--- src/rtl/fwd_pkg.sv ---
// Shared definitions for the forward-pass sequencer: default widths, latencies,
// the FSM state encoding and the drain-length helper.
package fwd_pkg;

    localparam int AWIDTH_DEF   = 8;
    localparam int CWIDTH_DEF   = 8;
    localparam int RD_LAT_DEF   = 1;
    localparam int PIPE_LAT_DEF = 2;
    localparam int DRAIN_LEN    = RD_LAT_DEF + PIPE_LAT_DEF;

    typedef enum logic [2:0] {
        S_IDLE  = 3'd0,
        S_CLEAR = 3'd1,
        S_FETCH = 3'd2,
        S_DRAIN = 3'd3,
        S_WRITE = 3'd4,
        S_DONE  = 3'd5
    } state_e;

    function automatic int drain_len(input int rd_lat, input int pipe_lat);
        return rd_lat + pipe_lat;
    endfunction

endpackage

--- src/rtl/fwd_delay_line.sv ---
// Single-bit shift register of DEPTH stages with asynchronous active-low clear;
// DEPTH=0 degenerates to a wire.
module fwd_delay_line #(
    parameter int DEPTH = 1
) (
    input  logic clk,
    input  logic rst_n,
    input  logic d_i,
    output logic q_o
);

    generate
        if (DEPTH == 0) begin : g_pass
            assign q_o = d_i;
        end else begin : g_shift
            logic [DEPTH-1:0] stage_q;
            logic [DEPTH-1:0] stage_d;

            for (genvar gi = 0; gi < DEPTH; gi++) begin : g_stage
                if (gi == 0) begin : g_first
                    assign stage_d[gi] = d_i;
                end else begin : g_next
                    assign stage_d[gi] = stage_q[gi-1];
                end
            end

            always_ff @(posedge clk or negedge rst_n) begin
                if (!rst_n) begin
                    stage_q <= '0;
                end else begin
                    stage_q <= stage_d;
                end
            end

            assign q_o = stage_q[DEPTH-1];
        end
    endgenerate

endmodule

--- src/rtl/forward_sequencer.sv ---
// Forward-pass controller: clears accumulators, streams operand-pair reads, waits out
// the read and array latency, then writes each neuron's out1/out2 pair.
module forward_sequencer
    import fwd_pkg::*;
#(
    parameter int AWIDTH   = AWIDTH_DEF,
    parameter int CWIDTH   = CWIDTH_DEF,
    parameter int RD_LAT   = RD_LAT_DEF,
    parameter int PIPE_LAT = PIPE_LAT_DEF
) (
    input  logic              clk,
    input  logic              rst,
    input  logic              start,
    input  logic [CWIDTH-1:0] num_pairs,
    input  logic [CWIDTH-1:0] num_neurons,
    input  logic [AWIDTH-1:0] rd_base,
    input  logic [AWIDTH-1:0] wr_base,
    output logic [AWIDTH-1:0] addread1,
    output logic [AWIDTH-1:0] addread2,
    output logic              rd_en,
    output logic              acc_clr,
    output logic              acc_en,
    output logic [AWIDTH-1:0] addwrite1,
    output logic [AWIDTH-1:0] addwrite2,
    output logic              wr_en,
    output logic              busy,
    output logic              done
);

    localparam int               DRAIN_CYC = drain_len(RD_LAT, PIPE_LAT);
    localparam logic [CWIDTH-1:0] DRAIN_CNT = CWIDTH'(DRAIN_CYC);
    localparam logic [CWIDTH-1:0] CNT_ONE   = CWIDTH'(1);

    state_e            state_q, state_d;
    logic [CWIDTH-1:0] cnt_q, cnt_d;
    logic [CWIDTH-1:0] n_q, n_d;
    logic [CWIDTH-1:0] nrem_q, nrem_d;
    logic [AWIDTH-1:0] rd_ptr_q, rd_ptr_d;
    logic [AWIDTH-1:0] wr_ptr_q, wr_ptr_d;

    logic [AWIDTH-1:0] addread1_q, addread1_d;
    logic [AWIDTH-1:0] addread2_q, addread2_d;
    logic [AWIDTH-1:0] addwrite1_q, addwrite1_d;
    logic [AWIDTH-1:0] addwrite2_q, addwrite2_d;
    logic              rd_en_q, rd_en_d;
    logic              acc_clr_q, acc_clr_d;
    logic              wr_en_q, wr_en_d;
    logic              busy_q, busy_d;
    logic              done_q, done_d;

    // Next state plus the registered outputs that belong to the state being entered,
    // so every strobe is valid in the same cycle its state is current.
    always_comb begin
        state_d     = state_q;
        cnt_d       = cnt_q;
        n_d         = n_q;
        nrem_d      = nrem_q;
        rd_ptr_d    = rd_ptr_q;
        wr_ptr_d    = wr_ptr_q;
        addread1_d  = addread1_q;
        addread2_d  = addread2_q;
        addwrite1_d = addwrite1_q;
        addwrite2_d = addwrite2_q;
        rd_en_d     = 1'b0;
        wr_en_d     = 1'b0;

        case (state_q)
            S_IDLE: begin
                if (start) begin
                    n_d      = num_pairs;
                    nrem_d   = num_neurons;
                    rd_ptr_d = rd_base;
                    wr_ptr_d = wr_base;
                    state_d  = (num_neurons != '0) ? S_CLEAR : S_DONE;
                end
            end
            S_CLEAR: begin
                if (n_q != '0) begin
                    state_d = S_FETCH;
                    cnt_d   = n_q;
                end else begin
                    state_d = S_DRAIN;
                    cnt_d   = DRAIN_CNT;
                end
            end
            S_FETCH: begin
                if (cnt_q == CNT_ONE) begin
                    state_d = S_DRAIN;
                    cnt_d   = DRAIN_CNT;
                end else begin
                    cnt_d = cnt_q - CNT_ONE;
                end
            end
            S_DRAIN: begin
                if (cnt_q == CNT_ONE) begin
                    state_d = S_WRITE;
                end else begin
                    cnt_d = cnt_q - CNT_ONE;
                end
            end
            // nrem was already decremented on entry to WRITE
            S_WRITE: state_d = (nrem_q != '0) ? S_CLEAR : S_DONE;
            S_DONE:  state_d = S_IDLE;
            default: state_d = S_IDLE;
        endcase

        if (state_d == S_FETCH) begin
            rd_en_d    = 1'b1;
            addread1_d = rd_ptr_q;
            addread2_d = rd_ptr_q + AWIDTH'(1);
            rd_ptr_d   = rd_ptr_q + AWIDTH'(2);
        end

        if (state_d == S_WRITE) begin
            wr_en_d     = 1'b1;
            addwrite1_d = wr_ptr_q;
            addwrite2_d = wr_ptr_q + AWIDTH'(1);
            wr_ptr_d    = wr_ptr_q + AWIDTH'(2);
            nrem_d      = nrem_q - CNT_ONE;
        end

        acc_clr_d = (state_d == S_CLEAR);
        done_d    = (state_d == S_DONE);
        busy_d    = (state_d != S_IDLE);
    end

    always_ff @(posedge clk or negedge rst) begin
        if (!rst) begin
            state_q     <= S_IDLE;
            cnt_q       <= '0;
            n_q         <= '0;
            nrem_q      <= '0;
            rd_ptr_q    <= '0;
            wr_ptr_q    <= '0;
            addread1_q  <= '0;
            addread2_q  <= '0;
            addwrite1_q <= '0;
            addwrite2_q <= '0;
            rd_en_q     <= 1'b0;
            acc_clr_q   <= 1'b0;
            wr_en_q     <= 1'b0;
            busy_q      <= 1'b0;
            done_q      <= 1'b0;
        end else begin
            state_q     <= state_d;
            cnt_q       <= cnt_d;
            n_q         <= n_d;
            nrem_q      <= nrem_d;
            rd_ptr_q    <= rd_ptr_d;
            wr_ptr_q    <= wr_ptr_d;
            addread1_q  <= addread1_d;
            addread2_q  <= addread2_d;
            addwrite1_q <= addwrite1_d;
            addwrite2_q <= addwrite2_d;
            rd_en_q     <= rd_en_d;
            acc_clr_q   <= acc_clr_d;
            wr_en_q     <= wr_en_d;
            busy_q      <= busy_d;
            done_q      <= done_d;
        end
    end

    // acc_en trails rd_en by the read latency so it lands with A/B
    fwd_delay_line #(
        .DEPTH(RD_LAT)
    ) u_acc_dly (
        .clk  (clk),
        .rst_n(rst),
        .d_i  (rd_en_q),
        .q_o  (acc_en)
    );

    assign addread1  = addread1_q;
    assign addread2  = addread2_q;
    assign rd_en     = rd_en_q;
    assign acc_clr   = acc_clr_q;
    assign addwrite1 = addwrite1_q;
    assign addwrite2 = addwrite2_q;
    assign wr_en     = wr_en_q;
    assign busy      = busy_q;
    assign done      = done_q;

endmodule
--- config.mk ---
export PLATFORM = sky130hd
export DESIGN_NAME = forward_sequencer
export DESIGN_NICKNAME = d
export VERILOG_FILES = /design/src/rtl/fwd_pkg.sv /design/src/rtl/fwd_delay_line.sv /design/src/rtl/forward_sequencer.sv
export SDC_FILE = /design/constraint.sdc
export NUM_CORES = 1
export LEC_CHECK = 0
export ABC_AREA = 1
export BUFFER_PORTS_ARGS = -buffer_cell sky130_fd_sc_hd__buf_2
export CORE_MARGIN = 3
export CORE_UTILIZATION = 52
export CTS_BUF_LIST = sky130_fd_sc_hd__clkbuf_2 sky130_fd_sc_hd__clkbuf_4 sky130_fd_sc_hd__clkbuf_8
export CTS_CLUSTER_DIAMETER = 60
export CTS_CLUSTER_SIZE = 8
export DETAILED_ROUTE_END_ITERATION = 10
export PLACE_DENSITY = 0.78
export SYNTH_ARGS = -nofsm -noshare
export SYNTH_HDL_FRONTEND = slang
export SYNTH_HIERARCHICAL = 1
export SYNTH_SLANG_ARGS = --single-unit
--- constraint.sdc ---
create_clock -name clk -period 1.6 [get_ports clk]
set_input_delay 0.32 -clock clk [delete_from_list [all_inputs] [get_ports clk]]
set_output_delay 0.32 -clock clk [all_outputs]
set_load 0.05 [all_outputs]
# Yosys cells after proc, flatten, opt, wreduce, memory -nomap -nowiden
# Index checks and enable logic that the tools add are counted.
# totals
ff_bits,81
inputBits,35
out_inout_bits,38
word_cells,68
# classes
add_sub_neg,6
eq_ne,10
n_mux,22
n_reduce_logical,14
# ops
operator,n
$mux W8,12
$pmux W8 S3,1
$reduce_bool A8 Y1,3
$add A8 B1 Y8 const B,2
$add A8 B2 Y8 const B,2
$sub A8 B1 Y8 const B,2
$mux W3,5
$pmux W3 S5,1
$eq A3 B2 Y1 const B,3
$eq A3 B3 Y1 const B,3
$eq A8 B1 Y1 const B,1
$reduce_and A2 Y1,4
$reduce_bool A2 Y1,4
$eq A3 B1 Y1 const B,2
$reduce_bool A3 Y1,2
$logic_not A3 Y1,1
$mux W1,3
$ne A2 B2 Y1 const B,1

# Depth between registers and ports, before layout
# Gate-level depths: netlist (run 1).
# logic_depth
ltp_word,7
depth_mapped,11

# Modules after synthesis
# Netlist (run 1), hierarchy kept.
# by_module_without_submodules
mod,n_inst,cells_each,area_each_um2,seq_area_each_um2
forward_sequencer,1,471,3970.1,2001.9
fwd_delay_line,1,1,25.0,25.0

# Least setup slack after synthesis (run 1)
# OpenSTA, ideal clock, no wires.
# synth_path
path_type,register -> register
from,register cnt_q[1]
to,register rd_ptr_q[3]
arrival_ps,1462
required_time_ps,1475
setup_slack_ps,12
stages_incl_launch_ff,11
n_path_buf,1
synth_period_minus_slack_ps,1588
cell_sequence,dfrtp_1 -> inv_1 -> ha_1 -> nand2_1 -> nor2_4 -> nor2_1 -> nor2_2 -> nand3_4 -> buf_6 -> nand3_1 -> nand3_1
# synth_between
elab_chain_cells,6
# synth_rtl
item,line,rtl
"start, declared",forward_sequencer.sv:35,"logic [CWIDTH-1:0] cnt_q, cnt_d;"
"start signal, assigned",forward_sequencer.sv:146,cnt_q <= cnt_d;
$eq A8 B1 Y1 (*),"forward_sequencer.sv:87, forward_sequencer.sv:95",
"$mux W3, on equally long branches","forward_sequencer.sv:95, forward_sequencer.sv:87",
$pmux W3 S5 (*),forward_sequencer.sv:67,case (state_q)
$eq A3 B2 Y1 (*),forward_sequencer.sv:107,if (state_d == S_FETCH) begin
$reduce_bool A2 Y1 (no source line),-,
$reduce_and A2 Y1 (no source line),-,
"end signal, assigned",forward_sequencer.sv:149,rd_ptr_q <= rd_ptr_d;
"end, declared",forward_sequencer.sv:38,"logic [AWIDTH-1:0] rd_ptr_q, rd_ptr_d;"
# Mark *: on every way between the ends. The rest lies on a longest branch, timed or not.
# A chain may end at the register's enable or synchronous reset.

# Worst setup path in the final report (run 1)
# layout_path
from,register cnt_q[1]
to,register rd_ptr_q[5]
# The elaborated chain is that of the path after synthesis.

==> results of run 1 <==
worst min-delay path, delay by kind of cell:
kind	cells	cell delay [ns]
simple gates	2	0.09
buf+inv	1	0.07
logic make-up after synthesis:
kind of cell / synth area share [%]
XOR/XNOR: 5.700
buffers and inverters: 6.451
AND/OR/NAND/NOR: 23.96
adder cells (fa/ha/maj): 2.506
flip-flops: 50.74
AO/OA/AOI/OAI: 10.65
metrics by stage:
step	area (um2)	util, %	worst slack, ns	std cells	total power, uW
global route	4967	67.40	-0.1055	676	10690
finish	4967	67.40	0.006262	676	9957
CTS	4863	65.99	0.009541	674	9837
floorplan	3995	-	0.01232	472	7081
detailed placement	4648	63.07	-0.04655	656	8366
global placement	4648	63.07	0.001276	656	8193
registers in the layout, indices dropped and copies added (netlist names):
register / cells
wr_ptr_q: 8
acc_clr: 1
done: 1
addread2: 8
busy: 1
n_q: 8
rd_en: 1
u_acc_dly/q_o: 1
rd_ptr_q: 8
state_q: 3
cnt_q: 8
addwrite1: 8
wr_en: 1
addwrite2: 8
nrem_q: 8
addread1: 8
layout by cell type (no fill, tap or decap), drive strengths merged, types with 6 or more instances in the layout:
cell type,synthesis,final
ha,8,8
nor3,7,7
nor2,32,32
nand3,37,37
a22oi,8,8
clkbuf,6,10
o21ai,38,38
xor2,23,23
nand2,145,145
dfrtp,81,81
inv,42,43
a21oi,6,6
buf,11,105
o211ai,11,11
what timing repair did:
action,4_1_cts,5_1_grt
pin swaps,1,4
gates resized for setup,4,27
setup buffers,1,2
endpoints found under the hold margin,20,0
hold buffers,1,0
setup endpoints to repair,20,55
power by group through the flow:
| stage | clock [uW] | sequential, uW | combinational (uW) |
|---|---|---|---|
| 5_1_grt | 1520 | 3660 | 5510 |
| 3_5_place_dp | 0 | 3560 | 4800 |
| 4_1_cts | 1440 | 3540 | 4860 |
| 2_1_floorplan | 0 | 4610 | 2470 |
| 3_3_place_gp | 0 | 3530 | 4660 |
| 6_report | 1410 | 3560 | 4980 |
layer usage:
metal | global-route usage (%) | up-vias | share of wire, % | wire, um
li1 | - | 1736 | - | -
met5 | 0 | - | 0 | 0
met1 | 29.79 | 1690 | 43 | 4107
met3 | 3.045 | 18 | 4.9 | 463
met4 | 9.868 | 0 | 2.2 | 208
met2 | 37.40 | 109 | 50 | 4701
final cells by class:
type                       instances  share of cell area (%)
sequential                        81                   40.81
multi-input combinational        331                   35.74
timing repair buffer             106                   13.78
inverter                          43                   3.426
clock buffer                      10                   2.771
tap                               99                   2.494
clock inverter                     6                  0.9824
worst min path at each step:
stage / start / to / slack, ns / depth (start not counted)
after global routing: num_pairs[2] / n_q[2] / 0.17 / 3
final: num_pairs[2] / n_q[2] / 0.15 / 3
after global placement: rd_en / u_acc_dly/q_o / 0.35 / 0
after CTS: num_pairs[2] / n_q[2] / 0.14 / 3
after floorplan: rst / acc_clr / 0.02 / 0
after detailed placement: rd_en / u_acc_dly/q_o / 0.36 / 0
==> impl_metrics.py, run 1 <==
metrics = {
    "worst_setup_path": {
        "worstPathArrival_ns": 1.90,
        "crit_required_ns": 1.90,
        "max_stage_delay_ns": 0.38,
        "r2r_cells": 10,
        "cp_num_cells": 10,
        "r2r-end": "rd_ptr_q[5]",
        "worstPathMaxFanout": 7,
        "endpoint_kind": "flip-flop",
        "critPathLaunch": "cnt_q[1]",
        "path_buf_inv": 3,
        "cp_cell_sequence": "inv_2, ha_4, nand2_2, nor2_4, buf_6, o21ai_1, nor2_2, buf_6, nand3_1, nand3_1",
        "cpMaxStageDelayCell": "dfrtp_1",
        "critPathTopFamily": "simple AND/OR/NAND/NOR gates",
        "critical_path.endpoint": "rd_ptr_q[5]",
        "rr_startpoint": "cnt_q[1]",
        "ff2ff_setup_slack_ns": 0.006,
        "crit_type": "flip-flop to flip-flop",
        "cp-start-kind": "flip-flop",
    },
    "min_path": {
        "min_path_type": "input pin to flip-flop",
    },
    "run_status": {
        "outcome": "complete, no violations",
    },
    "power_and_ir_drop": {
        "cellInternalPower_uw": 5233,
        "cellPowerDensity_nw_per_um2": 2004,
        "ir_drop_mv": 1.024,
        "seqPwrFrac_pct": 35.8,
        "p_leak_uw": 0.002511,
        "clkPwrFrac_pct": 14.2,
        "power_frac_comb_pct": 50.0,
        "p_sw_uw": 4724,
        "sw_frac_of_total_pct": 47.45,
    },
    "synth": {
        "synth_cell_types": 34,
        "synth_area_leaders": "dfrtp_1, nand2_1, xor2_1",
        "synth_most_common_cell": "nand2_1",
        "ys_warn_count": 6,
        "netlist_top_cells_count": "nand2_1, dfrtp_1, inv_1",
        "ys_async_sr_fraction_pct": 100.0,
        "yosys_register_bits": 81,
        "ys.flop_type": "dfrtp_1",
        "syn_inst": 472,
        "synth_fp_nets": 515,
        "synth_edf_count": 0,
        "synthesis.area_um2": 3995,
        "synth_top_area_cell": "dfrtp_1",
        "synth_top_area_share_pct": 50.74,
        "synth_area_per_cell_um2": 8.464,
        "synth-seq-area-share_pct": 50.74,
    },
    "final_layout": {
        "multiInputGateArea_um2": 1775,
        "syn2layout_area_growth_pct": 24.33,
        "final_nets": 615,
        "drive_gt1_share_pct": 26.86,
        "antenna_cells": 0,
        "fillers": 620,
        "regArea_um2": 2027,
    },
    "detailed_routing": {
        "drt-pass1-iter-count": 5,
        "drt-total-wl_um": 9481,
        "ant_nets": 0,
        "viasPerCell": 5.256,
        "first_iter_violations": 195,
        "wl_per_cell_um": 14.03,
        "post-route-drc-count": 0,
        "via_count": 3553,
    },
    "cts": {
        "cts_tree": "yes",
        "htreeDepth": 3,
        "cts-root-buf": "clkbuf_8",
        "numCtsBuffers": 9,
        "clk_pin_slew_ns": 0.09,
        "clockBufferDepth": 2,
        "clkSinkCount": 81,
        "clkLatencyLatePin_ns": 0.36,
    },
    "sta": {
        "setup_violations": 0,
        "slew_viol_final": 0,
        "grt_setup_unrepaired": "true",
        "timing.setup.tns_ns": 0,
        "worstMarginPinSlew_ns": 0.4248,
        "finalHoldViolCount": 0,
        "slew_headroom_pct": 71.68,
        "timing.final.crit_period_ns": 1.594,
        "fin_hold_ws_ns": 0.1514,
        "max_freq_ghz": 0.6275,
        "timing.final.crit_share_pct": 99.61,
        "skew_ns": 0.01177,
    },
    "placement": {
        "port_buffers": 72,
        "place_congestion": 0.8263,
        "hpwlAfterDp_um": 6578,
    },
    "die": {
        "die_area_um2": 8770,
        "die_x_um": 93.65,
        "die_y_um": 93.65,
        "num_io_pins": 73,
        "initial_utilization_pct": 54.21,
        "num_rows": 31,
        "coreArea_um2": 7370,
    },
    "grt": {
        "grtUsageTotal_pct": 22.59,
        "grt_pass1_wl_um": 15700,
        "antenna_found_initial": 0,
        "grt_overflow_total": 0,
        "grt_pass1_vias": 3492,
        "grt_max_degree": 82,
    },
    "run": {
        "maxCapViolations": 0,
    },
}
No activity file was read; power rests on OpenSTA's default activity.
==> run 2: changes to the inputs <==
--- a/config.mk
+++ b/config.mk
@@ -5,7 +5,6 @@
 export SDC_FILE = /design/constraint.sdc
 export NUM_CORES = 1
 export LEC_CHECK = 0
-export ABC_AREA = 1
 export BUFFER_PORTS_ARGS = -buffer_cell sky130_fd_sc_hd__buf_2
 export CORE_MARGIN = 3
 export CORE_UTILIZATION = 52
==> run 2 against run 1 <==
The run now ends with setup timing left. Die area grew 1.1%. Flip-flop and latch count is the same. Sequential power grew 7.6%. Maximum frequency shrank 18%. Cell count shrank 1.0%. Design area grew 23%. Count of clock-buffer cells in the layout shrank 1. Sequential share of layout area shrank 7.5 points. Via count grew 15%. Clock power grew 12%.
==> impl_metrics.py, run 2 <==
metrics = {
    "run_status": {
        "outcome": "finished, violations left",
        "failed_checks": "setup timing",
    },
    "final_layout": {
        "final_common_cell": "dfrtp_1",
        "regArea_um2": 2031,
        "antenna_cells": 0,
        "drive_gt1_share_pct": 49.12,
        "multiInputGateArea_um2": 2307,
        "fin_util_pct": 82.40,
        "final_area_um2": 6105,
        "syn2layout_area_growth_pct": 50.96,
        "fillers": 386,
        "layout_common_cells": "dfrtp_1, nand2_1, buf_2",
        "final_nets": 608,
    },
    "worst_setup_path": {
        "worstPathArrival_ns": 2.20,
        "cp-start-kind": "flip-flop",
        "worstPathMaxFanout": 6,
        "crit_type": "flip-flop to flip-flop",
        "ff2ff_setup_slack_ns": -0.34,
        "endpoint_kind": "flip-flop",
        "crit_required_ns": 1.86,
    },
    "synth": {
        "synth_fp_nets": 448,
        "synth_area_per_cell_um2": 9.985,
        "synth_top_area_share_pct": 50.12,
        "synth-seq-area-share_pct": 50.12,
        "synth_cell_types": 66,
        "ys_async_sr_fraction_pct": 100.0,
        "yosys_register_bits": 81,
        "netlist_top_cells_count": "nand2_1, dfrtp_1, o21ai_0",
        "syn_inst": 405,
        "synth_top_area_cell": "dfrtp_1",
        "synthesis.area_um2": 4044,
        "synth_edf_count": 0,
        "synth_most_common_cell": "nand2_1",
        "synth_area_leaders": "dfrtp_1, nand2_1, o21ai_0",
        "ys_warn_count": 6,
        "ys.flop_type": "dfrtp_1",
    },
    "power_and_ir_drop": {
        "cellInternalPower_uw": 7395,
        "cellPowerDensity_nw_per_um2": 2265,
        "ir_drop_mv": 1.686,
        "seqPwrFrac_pct": 27.7,
        "p_sw_uw": 6431,
        "clkPwrFrac_pct": 11.4,
        "p_leak_uw": 0.002825,
        "sw_frac_of_total_pct": 46.52,
        "power_frac_comb_pct": 60.9,
    },
    "cts": {
        "cts_tree": "yes",
        "htreeDepth": 3,
        "cts-root-buf": "clkbuf_8",
        "clkSinkCount": 81,
        "clockBufferDepth": 2,
        "clk_pin_slew_ns": 0.09,
        "numCtsBuffers": 9,
        "clkLatencyLatePin_ns": 0.37,
    },
    "sta": {
        "setup_violations": 60,
        "worstMarginPinSlew_ns": 0.4875,
        "timing.final.crit_period_ns": 1.939,
        "fin_ws_ns": -0.3389,
        "max_freq_ghz": 0.5158,
        "fin_hold_ws_ns": 0.1427,
        "slew_headroom_pct": 67.20,
        "timing.final.crit_share_pct": 121.2,
        "skew_ns": 0.01905,
        "grt_setup_unrepaired": "true",
        "slew_viol_final": 0,
        "finalHoldViolCount": 0,
    },
    "grt": {
        "antenna_found_initial": 0,
        "grt_pass1_vias": 3802,
        "grt_max_degree": 43,
        "grt_overflow_total": 0,
        "grtUsageTotal_pct": 27.26,
        "grt_pass1_wl_um": 18730,
    },
    "detailed_routing": {
        "wl_met1_um": 5424,
        "first_iter_violations": 363,
        "viasPerCell": 6.090,
        "post-route-drc-count": 0,
        "ant_nets": 0,
        "met2_length_um": 6633,
        "highest_layer": "met4",
        "wl_per_cell_um": 20.30,
        "drt-total-wl_um": 13580,
        "drt-pass1-iter-count": 5,
        "wl_met3_um": 947,
        "via_count": 4074,
    },
    "placement": {
        "hpwlAfterDp_um": 7459,
        "place_congestion": 0.8992,
        "port_buffers": 72,
        "placed_area_um2": 5015,
    },
    "die": {
        "coreArea_um2": 7408,
        "num_rows": 31,
        "num_io_pins": 73,
        "die_area_um2": 8871,
        "initial_utilization_pct": 54.59,
        "die_x_um": 94.19,
        "die_y_um": 94.19,
    },
    "run": {
        "maxCapViolations": 0,
    },
    "min_path": {
        "min_path_type": "input pin to flip-flop",
    },
}
-- run 2: layout make-up --
class / count / share of cell area [%]
clock buffer: 9 / 2.029
sequential: 81 / 33.27
inverter: 11 / 0.9633
multi-input combinational: 291 / 37.79
timing repair buffer: 171 / 22.63
tap: 99 / 2.029
clock inverter: 7 / 1.291
-- run 2: cells by family after synthesis --
group,after synthesis,share of synthesized area (%)
simple gates,162,20.48
fa+ha+maj,8,2.475
buf+inv,33,3.713
compound gates,94,16.37
flops,81,50.12
mux,15,4.239
xor+xnor,12,2.599
-- run 2: worst paths after layout --
kind,start,to,depth (start not counted)
min in group asynchronous,rst,wr_ptr_q[2],2
min,num_pairs[4],n_q[4],3
max reg2reg,cnt_q[1],addread1[7],9
max in group asynchronous,rst,wr_ptr_q[3],3
min reg2reg,rd_en,u_acc_dly/q_o,0
max,cnt_q[1],addread1[7],9
-- run 2: critical path: stages (launching register included) --
cell	delay, ns
dfrtp_1	0.39
inv_2	0.08
ha_4	0.13
nor3b_4	0.21
buf_4	0.16
a211oi_4	0.06
buf_6	0.14
nor2_8	0.19
buf_12	0.16
mux2_4	0.30
-- run 2: power groups by stage --
stage                     Sequential [uW]  Clock [uW]  Combinational, uW
after floorplan                      5070           0               3020
after global placement               3700           0               6270
after detailed placement             3740           0               6470
after CTS                            3740        1570               6980
after global routing                 3940        1660               8840
final                                3830        1580               8420
-- run 2: stage by stage --
step | setup WS [ns] | instances | TNS [ns] | total power [uW]
2_1_floorplan | -0.2685 | 405 | -6.729 | 8091
3_3_place_gp | -0.2645 | 618 | -6.198 | 9962
3_5_place_dp | -0.3141 | 618 | -8.780 | 10210
4_1_cts | -0.2492 | 647 | -9.970 | 12290
5_1_grt | -0.3974 | 669 | -14.75 | 14440
6_report | -0.3389 | 669 | -11.18 | 13830
-- run 2: what timing repair did --
action                     CTS  global route
hold buffers                 1             0
buffers inserted            10            18
gates cloned                 2             4
pin swaps                   22            17
resized for setup           66            66
setup endpoints to repair   68            68
hold endpoints to repair    19             0
-- run 2: metal layers --
metal / track usage [%] / vias to the layer above
li1: - / 1788
met1: 34.84 / 1999
met2: 44.92 / 234
met3: 5.288 / 53
met4: 11.91 / 0
met5: 0 / -
